<file path="config.mk">
export PLATFORM = sky130hd
export DESIGN_NAME = move_drain_flat
export DESIGN_NICKNAME = d
export VERILOG_FILES = /design/src/rtl/move_drain_if.sv /design/src/rtl/move_drain.sv /design/src/flat_wrapper.sv
export SDC_FILE = /design/constraint.sdc
export NUM_CORES = 1
export LEC_CHECK = 0
export ABC_AREA = 1
export CAP_MARGIN = 20
export CORE_ASPECT_RATIO = 0.8
export CORE_UTILIZATION = 35
export CTS_BUF_LIST = sky130_fd_sc_hd__clkbuf_8 sky130_fd_sc_hd__clkbuf_16
export CTS_CLUSTER_SIZE = 12
export DETAILED_ROUTE_END_ITERATION = 16
export PLACE_DENSITY_LB_ADDON = 0.15
export SYNTH_ARGS = -nofsm -noshare
export SYNTH_HDL_FRONTEND = slang
export SYNTH_SLANG_ARGS = --single-unit
</file>
<file path="constraint.sdc">
create_clock -name clk -period 11.9 [get_ports clk]
set_input_delay 1.19 -clock clk [delete_from_list [all_inputs] [get_ports clk]]
set_output_delay 1.19 -clock clk [all_outputs]
set_load 0.02 [all_outputs]
</file>
<file path="src/rtl/move_drain_if.sv">
// Handshake bundle between move_drain, the muxed square FIFOs and the search/eval consumer.
interface move_drain_if #(
  parameter int SEL_W = 6
);
  logic [SEL_W-1:0] src_sel;
  logic             src_empty;
  logic             src_rden;
  logic [151:0]     src_q;
  logic             mv_valid;
  logic             mv_ready;
  logic [18:0]      mv_data;

  modport master (
    output src_sel, src_rden, mv_valid, mv_data,
    input  src_empty, src_q, mv_ready
  );

  modport slave (
    input  src_sel, src_rden, mv_valid, mv_data,
    output src_empty, src_q, mv_ready
  );
endinterface

</file>
<file path="src/rtl/move_drain.sv">
// Drains square FIFOs 0..NUM_SRC-1 in order, unpacking eight 19-bit slots per word into single moves.
// Define MOVE_DRAIN_CAPTURE_CNT_EN to add the capture_count output.
module move_drain #(
  parameter int NUM_SRC = 64,
  parameter int SEL_W   = 6,
  parameter int CNT_W   = 8
) (
  input  logic             clk,
  input  logic             reset,
  input  logic             start,
  move_drain_if.master     bus,
  output logic             busy,
  output logic             drain_done,
  output logic [CNT_W-1:0] move_count
`ifdef MOVE_DRAIN_CAPTURE_CNT_EN
  ,
  output logic [CNT_W-1:0] capture_count
`endif
);

  typedef enum logic [2:0] {
    ST_IDLE   = 3'd0,
    ST_SCAN   = 3'd1,
    ST_READ   = 3'd2,
    ST_WAIT   = 3'd3,
    ST_UNPACK = 3'd4,
    ST_FIN    = 3'd5
  } state_t;

  localparam logic [SEL_W-1:0] LAST_SEL = SEL_W'(NUM_SRC - 1);
  localparam logic [SEL_W-1:0] SEL_ONE  = {{(SEL_W-1){1'b0}}, 1'b1};

  state_t       state_r;
  logic [151:0] word_r;
  logic [2:0]   slot_r;
  logic [18:0]  cur_slot_s;
  logic [18:0]  nxt_slot_s;

  function automatic logic [18:0] slot_of(input logic [151:0] w, input logic [2:0] k);
    slot_of = w[19*k +: 19];
  endfunction

  function automatic logic [CNT_W-1:0] sat_inc(input logic [CNT_W-1:0] v);
    if (v == {CNT_W{1'b1}}) begin
      sat_inc = v;
    end else begin
      sat_inc = v + {{(CNT_W-1){1'b0}}, 1'b1};
    end
  endfunction

  // Current slot and the one after it, so the next move can be registered on the advance edge.
  always_comb begin
    cur_slot_s = slot_of(word_r, slot_r);
    nxt_slot_s = slot_of(word_r, slot_r - 3'd1);
  end

  // Drain sequencer with all outputs registered.
  always_ff @(posedge clk or posedge reset) begin
    if (reset) begin
      state_r       <= ST_IDLE;
      word_r        <= 152'd0;
      slot_r        <= 3'd7;
      bus.src_sel   <= '0;
      bus.src_rden  <= 1'b0;
      bus.mv_valid  <= 1'b0;
      bus.mv_data   <= 19'd0;
      busy          <= 1'b0;
      drain_done    <= 1'b0;
      move_count    <= '0;
`ifdef MOVE_DRAIN_CAPTURE_CNT_EN
      capture_count <= '0;
`endif
    end else begin
      drain_done <= 1'b0;
      case (state_r)
        ST_IDLE: begin
          if (start) begin
            state_r     <= ST_SCAN;
            bus.src_sel <= '0;
            move_count  <= '0;
            busy        <= 1'b1;
`ifdef MOVE_DRAIN_CAPTURE_CNT_EN
            capture_count <= '0;
`endif
          end
        end
        ST_SCAN: begin
          if (!bus.src_empty) begin
            state_r      <= ST_READ;
            bus.src_rden <= 1'b1;
          end else if (bus.src_sel == LAST_SEL) begin
            state_r    <= ST_FIN;
            drain_done <= 1'b1;
          end else begin
            bus.src_sel <= bus.src_sel + SEL_ONE;
          end
        end
        ST_READ: begin
          bus.src_rden <= 1'b0;
          state_r      <= ST_WAIT;
        end
        // q is valid now; present slot 7 immediately so UNPACK starts with it on the bus.
        ST_WAIT: begin
          word_r       <= bus.src_q;
          slot_r       <= 3'd7;
          state_r      <= ST_UNPACK;
          bus.mv_valid <= ~bus.src_q[151];
          if (!bus.src_q[151]) begin
            bus.mv_data <= bus.src_q[151:133];
          end
        end
        ST_UNPACK: begin
          if (!(bus.mv_valid && !bus.mv_ready)) begin
            if (bus.mv_valid) begin
              move_count <= sat_inc(move_count);
`ifdef MOVE_DRAIN_CAPTURE_CNT_EN
              if (cur_slot_s[12]) begin
                capture_count <= sat_inc(capture_count);
              end
`endif
            end
            // After slot 0 rescan the same source so it is drained until empty.
            if (slot_r == 3'd0) begin
              state_r      <= ST_SCAN;
              bus.mv_valid <= 1'b0;
            end else begin
              slot_r       <= slot_r - 3'd1;
              bus.mv_valid <= ~nxt_slot_s[18];
              if (!nxt_slot_s[18]) begin
                bus.mv_data <= nxt_slot_s;
              end
            end
          end
        end
        ST_FIN: begin
          busy    <= 1'b0;
          state_r <= ST_IDLE;
        end
        default: begin
          state_r      <= ST_IDLE;
          bus.src_rden <= 1'b0;
          bus.mv_valid <= 1'b0;
          busy         <= 1'b0;
        end
      endcase
    end
  end

endmodule

</file>
<file path="src/flat_wrapper.sv">
// flat-port wrapper written by rule: the top's interface ports become plain ports
module move_drain_flat 
#(
  parameter int NUM_SRC = 64,
  parameter int SEL_W   = 6,
  parameter int CNT_W   = 8
)
  (clk, reset, start, busy, drain_done, move_count, bus_src_sel, bus_src_rden, bus_mv_valid, bus_mv_data, bus_src_empty, bus_src_q, bus_mv_ready);
  move_drain_if #(.SEL_W(SEL_W)) bus_i ();
  input  logic clk;
  input  logic reset;
  input  logic start;
  output logic busy;
  output logic drain_done;
  output logic [CNT_W-1:0] move_count;
  output wire logic [$bits(bus_i.src_sel)-1:0] bus_src_sel;
  output wire logic [$bits(bus_i.src_rden)-1:0] bus_src_rden;
  output wire logic [$bits(bus_i.mv_valid)-1:0] bus_mv_valid;
  output wire logic [$bits(bus_i.mv_data)-1:0] bus_mv_data;
  input wire logic [$bits(bus_i.src_empty)-1:0] bus_src_empty;
  input wire logic [$bits(bus_i.src_q)-1:0] bus_src_q;
  input wire logic [$bits(bus_i.mv_ready)-1:0] bus_mv_ready;
  assign bus_src_sel = bus_i.src_sel;
  assign bus_src_rden = bus_i.src_rden;
  assign bus_mv_valid = bus_i.mv_valid;
  assign bus_mv_data = bus_i.mv_data;
  assign bus_i.src_empty = bus_src_empty;
  assign bus_i.src_q = bus_src_q;
  assign bus_i.mv_ready = bus_mv_ready;
  move_drain #(.NUM_SRC(NUM_SRC), .SEL_W(SEL_W), .CNT_W(CNT_W)) u_core (.clk(clk), .reset(reset), .start(start), .bus(bus_i), .busy(busy), .drain_done(drain_done), .move_count(move_count));
endmodule
</file>
* After elaboration in Yosys (flattened, before gate mapping)
Cells that the tools add are included.
Storage, ports and cells: register bits after elaboration 195, input port bits 157, output and inout bits 37, logic and storage cells 90
Cells by class: add/subtract/negate cells 3, multipliers 1, equality and inequality tests 19, shift operators 1, muxes and demuxes 33, bitwise operators 5, reduce and logical (&&, ||, !) cells 18
Operators by type and width (number):
- $shiftx 152x9->19 | 1
- $mux 19 | 4
- $pmux 19 s2 | 1
- $mux 8 | 4
- $mux 3 | 7
- $mux 6 | 3
- $ne 2x2->1 const B | 9
- $pmux 8 s2 | 1
- $pmux 3 s5 | 1
- $pmux 6 s2 | 1
- $reduce_or 4->1 | 3
- $reduce_and 5->1 | 2
- $add 8x1->8 const B | 1
- $eq 8x8->1 const B | 1
- $mul 5x3->8 const A | 1
- $reduce_and 4->1 | 2
- $mux 1 | 7
- $add 6x1->6 const B | 1
- $eq 3x2->1 const B | 2
- $eq 3x3->1 const B | 2
- $eq 6x6->1 const B | 1
- $logic_not 3->1 | 2
- $pmux 3 s2 | 1
- $reduce_and 2->1 | 3
- other kinds (11) | 19

* Longest topological paths before layout
Gate-level depths: netlist of run 1.
depth after elaboration 7, gate-level depth with buffers 15, depth with buffers taken out 11

* Worst setup path before layout of run 1
No wires, ideal clock.
path kind reg-to-reg, start point reg u_core.slot_r[0], end point reg u_core.bus.mv_data[0], setup time 0.117 ns, arrival time 2.263 ns, required time 11.783 ns, slack 9.520 ns, stages on the path, launching flop included 13, path buffers 5, clock period less this slack 2.380 ns, path through dfstp_2 > buf_2 > inv_1 > buf_2 > buf_2 > ha_1 > buf_2 > nand3_1 > nand3_1 > nand3_2 > buf_4 > nand3_1 > nand2_1
On the way: cells in the longest elaborated chain, start to end 7, elaborated cells on any way between the ends 11, classes of those cells 1 x add/sub; 1 x mul; 2 x eq/ne; 1 x shift; 4 x mux; 2 x reduce/logical
Ends and longest elaborated chain:
- start: declaration | line move_drain.sv:35 | logic [2:0] slot_r;
- start signal: assignment | line move_drain.sv:127 | slot_r <= slot_r - 3'd1;
- $sub 3x1->3 | line move_drain.sv:54 | nxt_slot_s = slot_of(word_r, slot_r - 3'd1);
- $mul 5x3->8 | line move_drain.sv:40 | slot_of = w[19*k +: 19];
- $shiftx 152x9->19 | line move_drain.sv:40
- $mux 19 | line move_drain.sv:129 | if (!nxt_slot_s[18]) begin
- $mux 19 | line move_drain.sv:123 | if (slot_r == 3'd0) begin
- $mux 19 | line move_drain.sv:113 | if (!(bus.mv_valid && !bus.mv_ready)) begin
- $pmux 19 s2 | line move_drain.sv:75 | case (state_r)
- end signal: assignment | line move_drain.sv:109 | bus.mv_data <= bus.src_q[151:133];
- end signal: assignment | line move_drain.sv:130 | bus.mv_data <= nxt_slot_s;
- end: declaration | line move_drain_if.sv:14 | output src_sel, src_rden, mv_valid, mv_data,
Several ways; a longest one is shown, not always the timed one. The select of a mux whose other input is x is not followed. A chain may end at the register's enable or synchronous reset.

* Worst setup path in the final report of run 1
start point reg u_core.slot_r[0], end point reg u_core.bus.mv_valid
On the way: cells in the longest elaborated chain, start to end 7, elaborated cells on any way between the ends 8, classes of those cells 1 x add/sub; 1 x mul; 1 x shift; 3 x mux; 1 x bitwise; 1 x reduce/logical
Ends and longest elaborated chain:
- $sub 3x1->3 | line move_drain.sv:54
- $mul 5x3->8 | line move_drain.sv:40
- $shiftx 152x9->19 | line move_drain.sv:40
- $not 1->1 | line move_drain.sv:128 | bus.mv_valid <= ~nxt_slot_s[18];
- $mux 1 * | line move_drain.sv:123
- $mux 1 * | line move_drain.sv:113
- $pmux 1 s3 * | line move_drain.sv:75
- end signal: assignment | line move_drain.sv:107 | bus.mv_valid <= ~bus.src_q[151];
- end signal: assignment | line move_drain.sv:128
- end: declaration | line move_drain_if.sv:14
Every way passes the cells marked *; elsewhere a longest branch is shown, timed or not. The select of a mux whose other input is x is not followed.

==> results of run 1 <==
-- placed cells by master, fill, tap and decap left out, types with 2 or more instances in the layout --
cell type,synthesis,layout
sky130_fd_sc_hd__nand2_2,4,4
sky130_fd_sc_hd__clkbuf_16,0,17
sky130_fd_sc_hd__nand2_1,497,497
sky130_fd_sc_hd__a21oi_1,5,5
sky130_fd_sc_hd__inv_6,0,2
sky130_fd_sc_hd__o21ai_0,171,171
sky130_fd_sc_hd__inv_1,177,175
sky130_fd_sc_hd__buf_4,3,7
sky130_fd_sc_hd__nand3_1,123,123
sky130_fd_sc_hd__dfstp_2,3,3
sky130_fd_sc_hd__nor3_1,3,3
sky130_fd_sc_hd__nand3_2,2,2
sky130_fd_sc_hd__clkdlybuf4s50_1,0,192
sky130_fd_sc_hd__nor2_1,20,20
sky130_fd_sc_hd__ha_1,4,4
sky130_fd_sc_hd__xor2_1,4,4
sky130_fd_sc_hd__dfrtp_1,191,191
sky130_fd_sc_hd__nor2_8,4,4
sky130_fd_sc_hd__clkinvlp_4,0,4
sky130_fd_sc_hd__inv_2,3,3
sky130_fd_sc_hd__clkinv_2,0,3
sky130_fd_sc_hd__inv_8,0,4
sky130_fd_sc_hd__bufinv_16,0,2
-- cell families (layout without fill, tap and decap cells) --
| family | count (synthesis) | count (layout) | share of synthesized area (%) |
|---|---|---|---|
| compound gates | 182 | 182 | 9.674 |
| fa+ha+maj | 4 | 4 | 0.5194 |
| buf+inv | 247 | 411 | 10.43 |
| xor+xnor | 4 | 4 | 0.3636 |
| flops | 194 | 194 | 50.42 |
| simple gates | 658 | 658 | 28.55 |
| other cells | 1 | 1 | 0.03892 |
-- registers in the layout, indices dropped and copies added, names as in the netlist --
signal and count:
u_core.busy 1, u_core.bus.src_rden 1, u_core.bus.src_sel 6, u_core.drain_done 1, u_core.state_r 3, u_core.slot_r 3
u_core.bus.mv_valid 1, u_core.move_count 8, u_core.word_r 152, u_core.bus.mv_data 18
-- cell usage after synthesis --
master | number | area (um^2)
sky130_fd_sc_hd__nand2_1 | 497 | 1866
sky130_fd_sc_hd__dfrtp_1 | 191 | 4780
sky130_fd_sc_hd__inv_1 | 177 | 664.4
sky130_fd_sc_hd__o21ai_0 | 171 | 855.8
sky130_fd_sc_hd__nand3_1 | 123 | 615.6
sky130_fd_sc_hd__buf_2 | 29 | 145.1
sky130_fd_sc_hd__clkbuf_1 | 25 | 93.84
sky130_fd_sc_hd__nor2_1 | 20 | 75.07
sky130_fd_sc_hd__buf_1 | 6 | 22.52
sky130_fd_sc_hd__a21oi_1 | 5 | 25.02
sky130_fd_sc_hd__buf_6 | 4 | 45.04
sky130_fd_sc_hd__ha_1 | 4 | 50.05
sky130_fd_sc_hd__nand2_2 | 4 | 25.02
sky130_fd_sc_hd__nor2_8 | 4 | 80.08
sky130_fd_sc_hd__xor2_1 | 4 | 35.03
sky130_fd_sc_hd__buf_4 | 3 | 22.52
sky130_fd_sc_hd__dfstp_2 | 3 | 78.83
sky130_fd_sc_hd__inv_2 | 3 | 11.26
sky130_fd_sc_hd__nor3_1 | 3 | 15.01
sky130_fd_sc_hd__nand3_2 | 2 | 20.02
sky130_fd_sc_hd__a21oi_2 | 1 | 8.760
sky130_fd_sc_hd__a22oi_1 | 1 | 7.510
sky130_fd_sc_hd__conb_1 | 1 | 3.750
sky130_fd_sc_hd__nand2_4 | 1 | 11.26
sky130_fd_sc_hd__nand2_8 | 1 | 20.02
sky130_fd_sc_hd__nand4_1 | 1 | 6.260
sky130_fd_sc_hd__nor2_2 | 1 | 6.260
sky130_fd_sc_hd__nor2_4 | 1 | 11.26
sky130_fd_sc_hd__o21ai_1 | 1 | 5.000
sky130_fd_sc_hd__o21ai_4 | 1 | 16.27
sky130_fd_sc_hd__o21bai_1 | 1 | 7.510
sky130_fd_sc_hd__o22ai_1 | 1 | 6.260
-- metrics by stage --
stage | std cells | setup WS (ns) | power (mW) | hold slack [ns]
detailed placement | 1779 | 8.422 | 2.534 | 0.4603
finish | 1811 | 8.437 | 3.114 | 0.4844
global route | 1811 | 8.119 | 3.384 | 0.5084
global placement | 1779 | 8.517 | 2.512 | 0.4577
floorplan | 1290 | 5.431 | 2.067 | 0.4498
CTS | 1811 | 8.413 | 3.140 | 0.4834
-- power by group through the flow --
stage	Sequential [mW]	Combinational, mW	Clock, mW
2_1_floorplan	1.09	0.973	0
3_3_place_gp	1.08	1.43	0
6_report	1.07	1.45	0.592
4_1_cts	1.07	1.46	0.604
3_5_place_dp	1.08	1.45	0
5_1_grt	1.10	1.65	0.630
-- final cells by class --
class,count,area [um^2]
fill,2717,14320
sequential,194,4858
multi-input combinational,849,3772
timing repair buffer,199,1974
inverter,180,690.7
tap,357,446.7
clock buffer,18,439.2
clock inverter,14,153.9
-- metal layers --
| metal | vias up | share of wire (%) | global-route usage [%] |
|---|---|---|---|
| met2 | 222 | 43 | 30.43 |
| met4 | 0 | 0.88 | 4.472 |
| li1 | 4272 | - | - |
| met3 | 18 | 5.3 | 3.800 |
| met5 | - | 0 | 0 |
| met1 | 3923 | 51 | 31.25 |
-- worst max-delay path by stage --
stage / from / end / slack [ns] / depth (start not counted)
4_1_cts: u_core.slot_r[0]$_DFFE_PP1P_ / u_core.bus.mv_valid$_DFFE_PP0P_ / 8.41 / 9
5_1_grt: u_core.slot_r[0]$_DFFE_PP1P_ / u_core.bus.mv_data[17]$_DFFE_PP0P_ / 8.12 / 10
3_5_place_dp: u_core.slot_r[0]$_DFFE_PP1P_ / u_core.bus.mv_valid$_DFFE_PP0P_ / 8.42 / 9
6_report: u_core.slot_r[0]$_DFFE_PP1P_ / u_core.bus.mv_valid$_DFFE_PP0P_ / 8.44 / 9
2_1_floorplan: reset / u_core.bus.mv_data[0]$_DFFE_PP0P_ / 5.43 / 1
3_3_place_gp: u_core.slot_r[0]$_DFFE_PP1P_ / u_core.bus.mv_valid$_DFFE_PP0P_ / 8.52 / 9
-- tightest hold or removal path, cell delays in order, from the launching register on --
cell and delay [ns]:
sky130_fd_sc_hd__dfrtp_1 0.35, sky130_fd_sc_hd__nand2_1 0.06, sky130_fd_sc_hd__nand2_1 0.05
==> insert_results.sql, run 1 <==
INSERT INTO impl_metrics (metric_group, metric, value, unit) VALUES
('grt', 'overflow', '0', ''),
('worst_setup_path', 'path_class', 'reg2reg', ''),
('routing', 'finalWirelength', '28140', 'um'),
('timing', 'fmaxAchievable', '288.8', 'MHz'),
('cts', 'cts_sinks', '194', ''),
('pwr', 'total_switching_power', '1.353', 'mW'),
('min_path', 'min_delay_path_depth', '2', ''),
('grt', 'grt_antenna_before_repair', '0', ''),
('routing', 'wire_per_inst', '15.54', 'um'),
('worst_setup_path', 'crit_family', 'buffers and inverters', ''),
('routing', 'route.antenna.remaining_nets', '0', ''),
('timing', 'report.final.slew_viol_count', '0', ''),
('pwr', 'power_per_cell_area', '252.4', 'nW/um^2'),
('floorplanning', 'initial_utilization', '36.14', '%'),
('routing', 'drt_first_pass_iters', '5', ''),
('cts', 'cts_setup_buffers', '0', ''),
('floorplanning', 'core-area', '26660', 'um^2'),
('timing', 'grt_setup_unrepaired', 'false', ''),
('floorplanning', 'dieArea', '28200', 'um^2'),
('cts', 'insertion_delay_of_the_later_clocked_pin_in_the_worst_skew_pair', '0.44', 'ns'),
('floorplanning', 'io-pin-count', '194', ''),
('finish', 'flow.area_growth_from_synthesis', '28.02', '%'),
('finish', 'num-nets-final', '1602', ''),
('worst_setup_path', 'critical_path_arrival', '3.77', 'ns'),
('min_path', 'min-delay-start', 'u_core.bus.mv_data[16]$_DFFE_PP0P_', ''),
('worst_setup_path', 'rr_startpoint', 'u_core.slot_r[0]$_DFFE_PP1P_', ''),
('grt', 'globalRouteTotalUtil', '20.63', '%'),
('logic_synthesis', 'synth_seq_area_share', '50.42', '%'),
('timing', 'final.setup.tns', '0', 'ns'),
('placed_design', 'gp_congestion', '0.8264', ''),
('worst_setup_path', 'crit_slowest_cell', 'sky130_fd_sc_hd__ha_1', ''),
('pwr', 'power.share.combinational', '46.6', '%'),
('cts', 'tritoncts', 'done', ''),
('logic_synthesis', 'synthesis.yosys.warnings', '0', ''),
('worst_setup_path', 'critical_path.endpoint_type', 'register', ''),
('outcome', 'run_status', 'finished, final reports clean', ''),
('pwr', 'power.clock.fraction', '19.0', '%'),
('pwr', 'vdd_ir_drop_max', '0.1186', 'mV'),
('timing', 'worst_case_clock_skew', '0.01529', 'ns'),
('placed_design', 'placed_area', '11740', 'um^2'),
('placed_design', 'sum_of_net_half_perimeters_after_detailed_placement', '20020', 'um'),
('logic_synthesis', 'synth.cell_area', '9635', 'um^2'),
('finish', 'antennaDiodeCount', '0', ''),
('logic_synthesis', 'post_synth_num_cell_types', '32', ''),
('timing', 'finalHoldViolCount', '0', ''),
('timing', 'worst-slew-pin-transition', '0.9468', 'ns'),
('routing', 'dr_total_vias', '8435', ''),
('logic_synthesis', 'synth-seq-cells', '194', ''),
('logic_synthesis', 'mappedNetlistNets', '1451', ''),
('placed_design', 'port_buffers', '192', ''),
('min_path', 'timing.hold.worst_endpoint', 'u_core.bus.mv_data[16]$_DFFE_PP0P_', ''),
('timing', 'final_setup_violation_count', '0', ''),
('timing', 'post-route-period-util', '29.10', '%'),
('pwr', 'power.share.sequential', '34.4', '%'),
('routing', 'drc', '0', ''),
('grt', 'grt_start_max_net_pins', '135', ''),
('worst_setup_path', 'crit_path_max_incr_delay', '0.70', 'ns'),
('finish', 'finalCoreUtilization', '46.27', '%'),
('timing', 'period_needed', '3.463', 'ns'),
('pwr', 'internal-power', '1.761', 'mW'),
('worst_setup_path', 'reg2reg_setup_slack', '8.44', 'ns'),
('cts', 'hold_buffers', '0', ''),
('job', 'maxCapViolations', '0', ''),
('min_path', 'hold_class', 'reg2reg', ''),
('routing', 'vias_per_cell', '4.658', ''),
('cts', 'clock_buffers_created_by_tritoncts', '17', ''),
('cts', 'clkTransAtPathRegs', '0.07', 'ns'),
('grt', 'grt_pass1_wl', '44850', 'um'),
('worst_setup_path', 'critical_path.max_fanout', '80', ''),
('pwr', 'p_leak', '5.945', 'nW'),
('cts', 'cts_repair_resize_count', '0', '');
Note: power is estimated with default switching activity, not from simulation.
==> run 2, diff against run 1 <==
==> constraint.sdc (replaced) <==
create_clock -name clk -period 3.3 [get_ports clk]
set_input_delay 0.33 -clock clk [delete_from_list [all_inputs] [get_ports clk]]
set_output_delay 0.33 -clock clk [all_outputs]
set_load 0.02 [all_outputs]
==> run 2 against run 1 <==
Against the previous run:
- worst hold slack worse by 0.35 ns
- final cell count hardly changed
- final area is 0.31% higher
- setup slack worse by 7.7 ns
- clock power grew to 3.6 times the previous value
- first-iteration DRC count is 16% lower
- sequential power grew to 3.6 times the previous value
- routed wire length is 0.53% lower
- utilization is 0.15 points higher
- non-clock buffer count is 1 higher
- critical path type unchanged
==> insert_results.sql, run 2 (synthesized netlist as in run 1, its figures left out) <==
INSERT INTO impl_metrics (metric_group, metric, value, unit) VALUES
('outcome', 'run_status', 'finished, final reports clean', ''),
('worst_setup_path', 'path_class', 'reg2reg', ''),
('worst_setup_path', 'path_cells', 'buf_4, nor2_1, nor2_1, nand2_1, nand3_1, nand3_2, nand2_8, o21ai_1', ''),
('min_path', 'hold_class', 'in2async', ''),
('floorplanning', 'num_rows', '53', ''),
('cts', 'cts-root-buf', 'sky130_fd_sc_hd__clkbuf_16', ''),
('floorplanning', 'core-area', '26660', 'um^2'),
('timing', 'final_setup_violation_count', '0', ''),
('worst_setup_path', 'critical_path.max_fanout', '79', ''),
('placed_design', 'sum_of_net_half_perimeters_after_detailed_placement', '19890', 'um'),
('grt', 'overflow', '0', ''),
('placed_design', 'port_buffers', '192', ''),
('worst_setup_path', 'critical_path_arrival', '2.84', 'ns'),
('cts', 'tritoncts', 'done', ''),
('timing', 'post-route-period-util', '76.47', '%'),
('timing', 'report.final.slew_viol_count', '0', ''),
('job', 'maxCapViolations', '0', ''),
('finish', 'num-nets-final', '1603', ''),
('floorplanning', 'dieWidth', '187.5', 'um'),
('pwr', 'vdd_ir_drop_max', '0.4910', 'mV'),
('finish', 'mostFrequentLayoutCell', 'sky130_fd_sc_hd__nand2_1', ''),
('worst_setup_path', 'cell_seen_most_often_among_critical_path_stages', 'sky130_fd_sc_hd__nor2_1', ''),
('cts', 'insertion_delay_of_the_later_clocked_pin_in_the_worst_skew_pair', '0.45', 'ns'),
('routing', 'drt_first_pass_iters', '5', ''),
('finish', 'most-common-layout-cells', 'sky130_fd_sc_hd__nand2_1, sky130_fd_sc_hd__clkdlybuf4s50_1, sky130_fd_sc_hd__dfrtp_1', ''),
('worst_setup_path', 'crit_path_max_incr_delay', '0.60', 'ns'),
('worst_setup_path', 'rr_startpoint', 'u_core.slot_r[0]$_DFFE_PP1P_', ''),
('floorplanning', 'dieArea', '28200', 'um^2'),
('worst_setup_path', 'crit_start', 'u_core.slot_r[0]$_DFFE_PP1P_', ''),
('timing', 'worst_case_clock_skew', '0.01070', 'ns'),
('routing', 'drc', '0', ''),
('cts', 'cts_setup_buffers', '0', ''),
('pwr', 'power_per_cell_area', '908.1', 'nW/um^2'),
('timing', 'final.setup.tns', '0', 'ns'),
('floorplanning', 'io-pin-count', '194', ''),
('worst_setup_path', 'critPathCapture', 'u_core.bus.mv_valid$_DFFE_PP0P_', ''),
('timing', 'grt_setup_unrepaired', 'false', ''),
('grt', 'top_usage_layer', 'met1', ''),
('grt', 'globalRouteTotalUtil', '20.65', '%'),
('timing', 'worst_slew_margin_rel', '44.79', '%'),
('worst_setup_path', 'critical_path.endpoint_type', 'register', ''),
('grt', 'grt.met3_usage', '4.522', '%'),
('worst_setup_path', 'r2r_end', 'u_core.bus.mv_valid$_DFFE_PP0P_', ''),
('routing', 'vias_per_cell', '4.666', ''),
('finish', 'drive_gt1_share', '4.399', '%'),
('finish', 'antennaDiodeCount', '0', ''),
('worst_setup_path', 'crit_slowest_cell', 'sky130_fd_sc_hd__buf_4', ''),
('finish', 'largest_registers', 'u_core.word_r x152, u_core.bus.mv_data x18, u_core.move_count x8', ''),
('grt', 'grt.met1_usage', '31.11', '%'),
('worst_setup_path', 'setup.worst_path.start_class', 'register', ''),
('routing', 'wire_per_inst', '15.45', 'um'),
('pwr', 'p_leak', '5.963', 'nW'),
('worst_setup_path', 'crit_required', '3.62', 'ns'),
('finish', 'registers.top_by_ff_count', 'u_core.word_r', ''),
('grt', 'grt_start_max_net_pins', '132', ''),
('cts', 'clkTransAtPathRegs', '0.08', 'ns'),
('timing', 'period_needed', '2.524', 'ns'),
('routing', 'route.antenna.remaining_nets', '0', ''),
('floorplanning', 'die_y', '150.4', 'um'),
('cts', 'cts_sinks', '194', ''),
('timing', 'finalHoldViolCount', '0', ''),
('grt', 'grt_pass1_vias', '8123', ''),
('cts', 'hold_buffers', '0', ''),
('cts', 'clock_buffers_created_by_tritoncts', '17', ''),
('worst_setup_path', 'reg2regPathDepth', '8', ''),
('finish', 'fill_cells', '2754', ''),
('floorplanning', 'initial_utilization', '36.14', '%'),
('routing', 'first_iter_violations', '629', ''),
('grt', 'grt_pass1_wl', '44730', 'um'),
('worst_setup_path', 'crit_family', 'simple AND/OR/NAND/NOR gates', ''),
('pwr', 'p_total', '11.24', 'mW'),
('timing', 'worst-slew-pin-transition', '0.8281', 'ns'),
('grt', 'grt_antenna_before_repair', '0', ''),
('worst_setup_path', 'levels_on_crit_path', '8', ''),
('finish', 'flow.area_growth_from_synthesis', '28.43', '%'),
('routing', 'dr_total_vias', '8455', ''),
('grt', 'grt_util_met2', '29.65', '%'),
('routing', 'finalWirelength', '27990', 'um'),
('cts', 'cts_buffer_depth', '2', ''),
('worst_setup_path', 'cp_num_buf_inv', '1', ''),
('cts', 'cts_max_level', '4', ''),
('finish', 'largest_register_ffs', '152', ''),
('worst_setup_path', 'reg2reg_setup_slack', '0.78', 'ns'),
('timing', 'fmaxAchievable', '396.3', 'MHz'),
('cts', 'cts_repair_resize_count', '0', ''),
('placed_design', 'gp_congestion', '0.8205', '');
[run 2: cell count changes in the layout (fill, tap and decap cells not counted), sizes merged]
cell | before | now
inv | 184 | 188
bufinv | 2 | 1
clkinvlp | 4 | 2
buf | 7 | 8
clkbuf | 18 | 17
[run 2: area by class of cell]
type	count	area, um^2	share of cell area [%]
sequential	194	4858	39.26
multi-input combinational	849	3772	30.49
timing repair buffer	200	2019	16.32
inverter	180	686.9	5.551
tap	357	446.7	3.610
clock buffer	17	425.4	3.438
clock inverter	15	165.2	1.335
[run 2: worst min-delay path by stage]
stage	end	slack (ns)
floorplan	u_core.word_r[75]$_DFFE_PP0N_	0.44
global placement	u_core.bus.mv_data[7]$_DFFE_PP0P_	0.46
detailed placement	u_core.bus.mv_data[8]$_DFFE_PP0P_	0.46
CTS	u_core.word_r[65]$_DFFE_PP0N_	0.12
global route	u_core.word_r[65]$_DFFE_PP0N_	0.14
finish	u_core.word_r[65]$_DFFE_PP0N_	0.13
[run 2: where the power goes]
group,internal [mW],total (mW),switching (mW),leakage (nW)
clock,1.08,2.11,1.03,0.290
sequential,3.47,3.86,0.389,2.40
combinational,1.73,5.27,3.54,3.27
total,6.28,11.2,4.95,5.96
[run 2: metal layers]
metal  share of wire (%)  vias up
li1                    -     4278
met2                  42      200
met3                 6.0       30
met4                 1.4        0
met5                   0        -
met1                  51     3947
[run 2: stage by stage]
step	utilization (%)	setup slack (ns)	hold WS [ns]	cell area [um^2]	std cells
detailed placement	44.20	0.8410	0.4625	11780	1780
CTS	46.42	0.8277	0.1176	12370	1812
global route	46.42	0.6237	0.1412	12370	1812
finish	46.42	0.7763	0.1325	12370	1812
global placement	44.20	0.8607	0.4608	11780	1780
floorplan	-	0.4680	0.4396	9639	1290
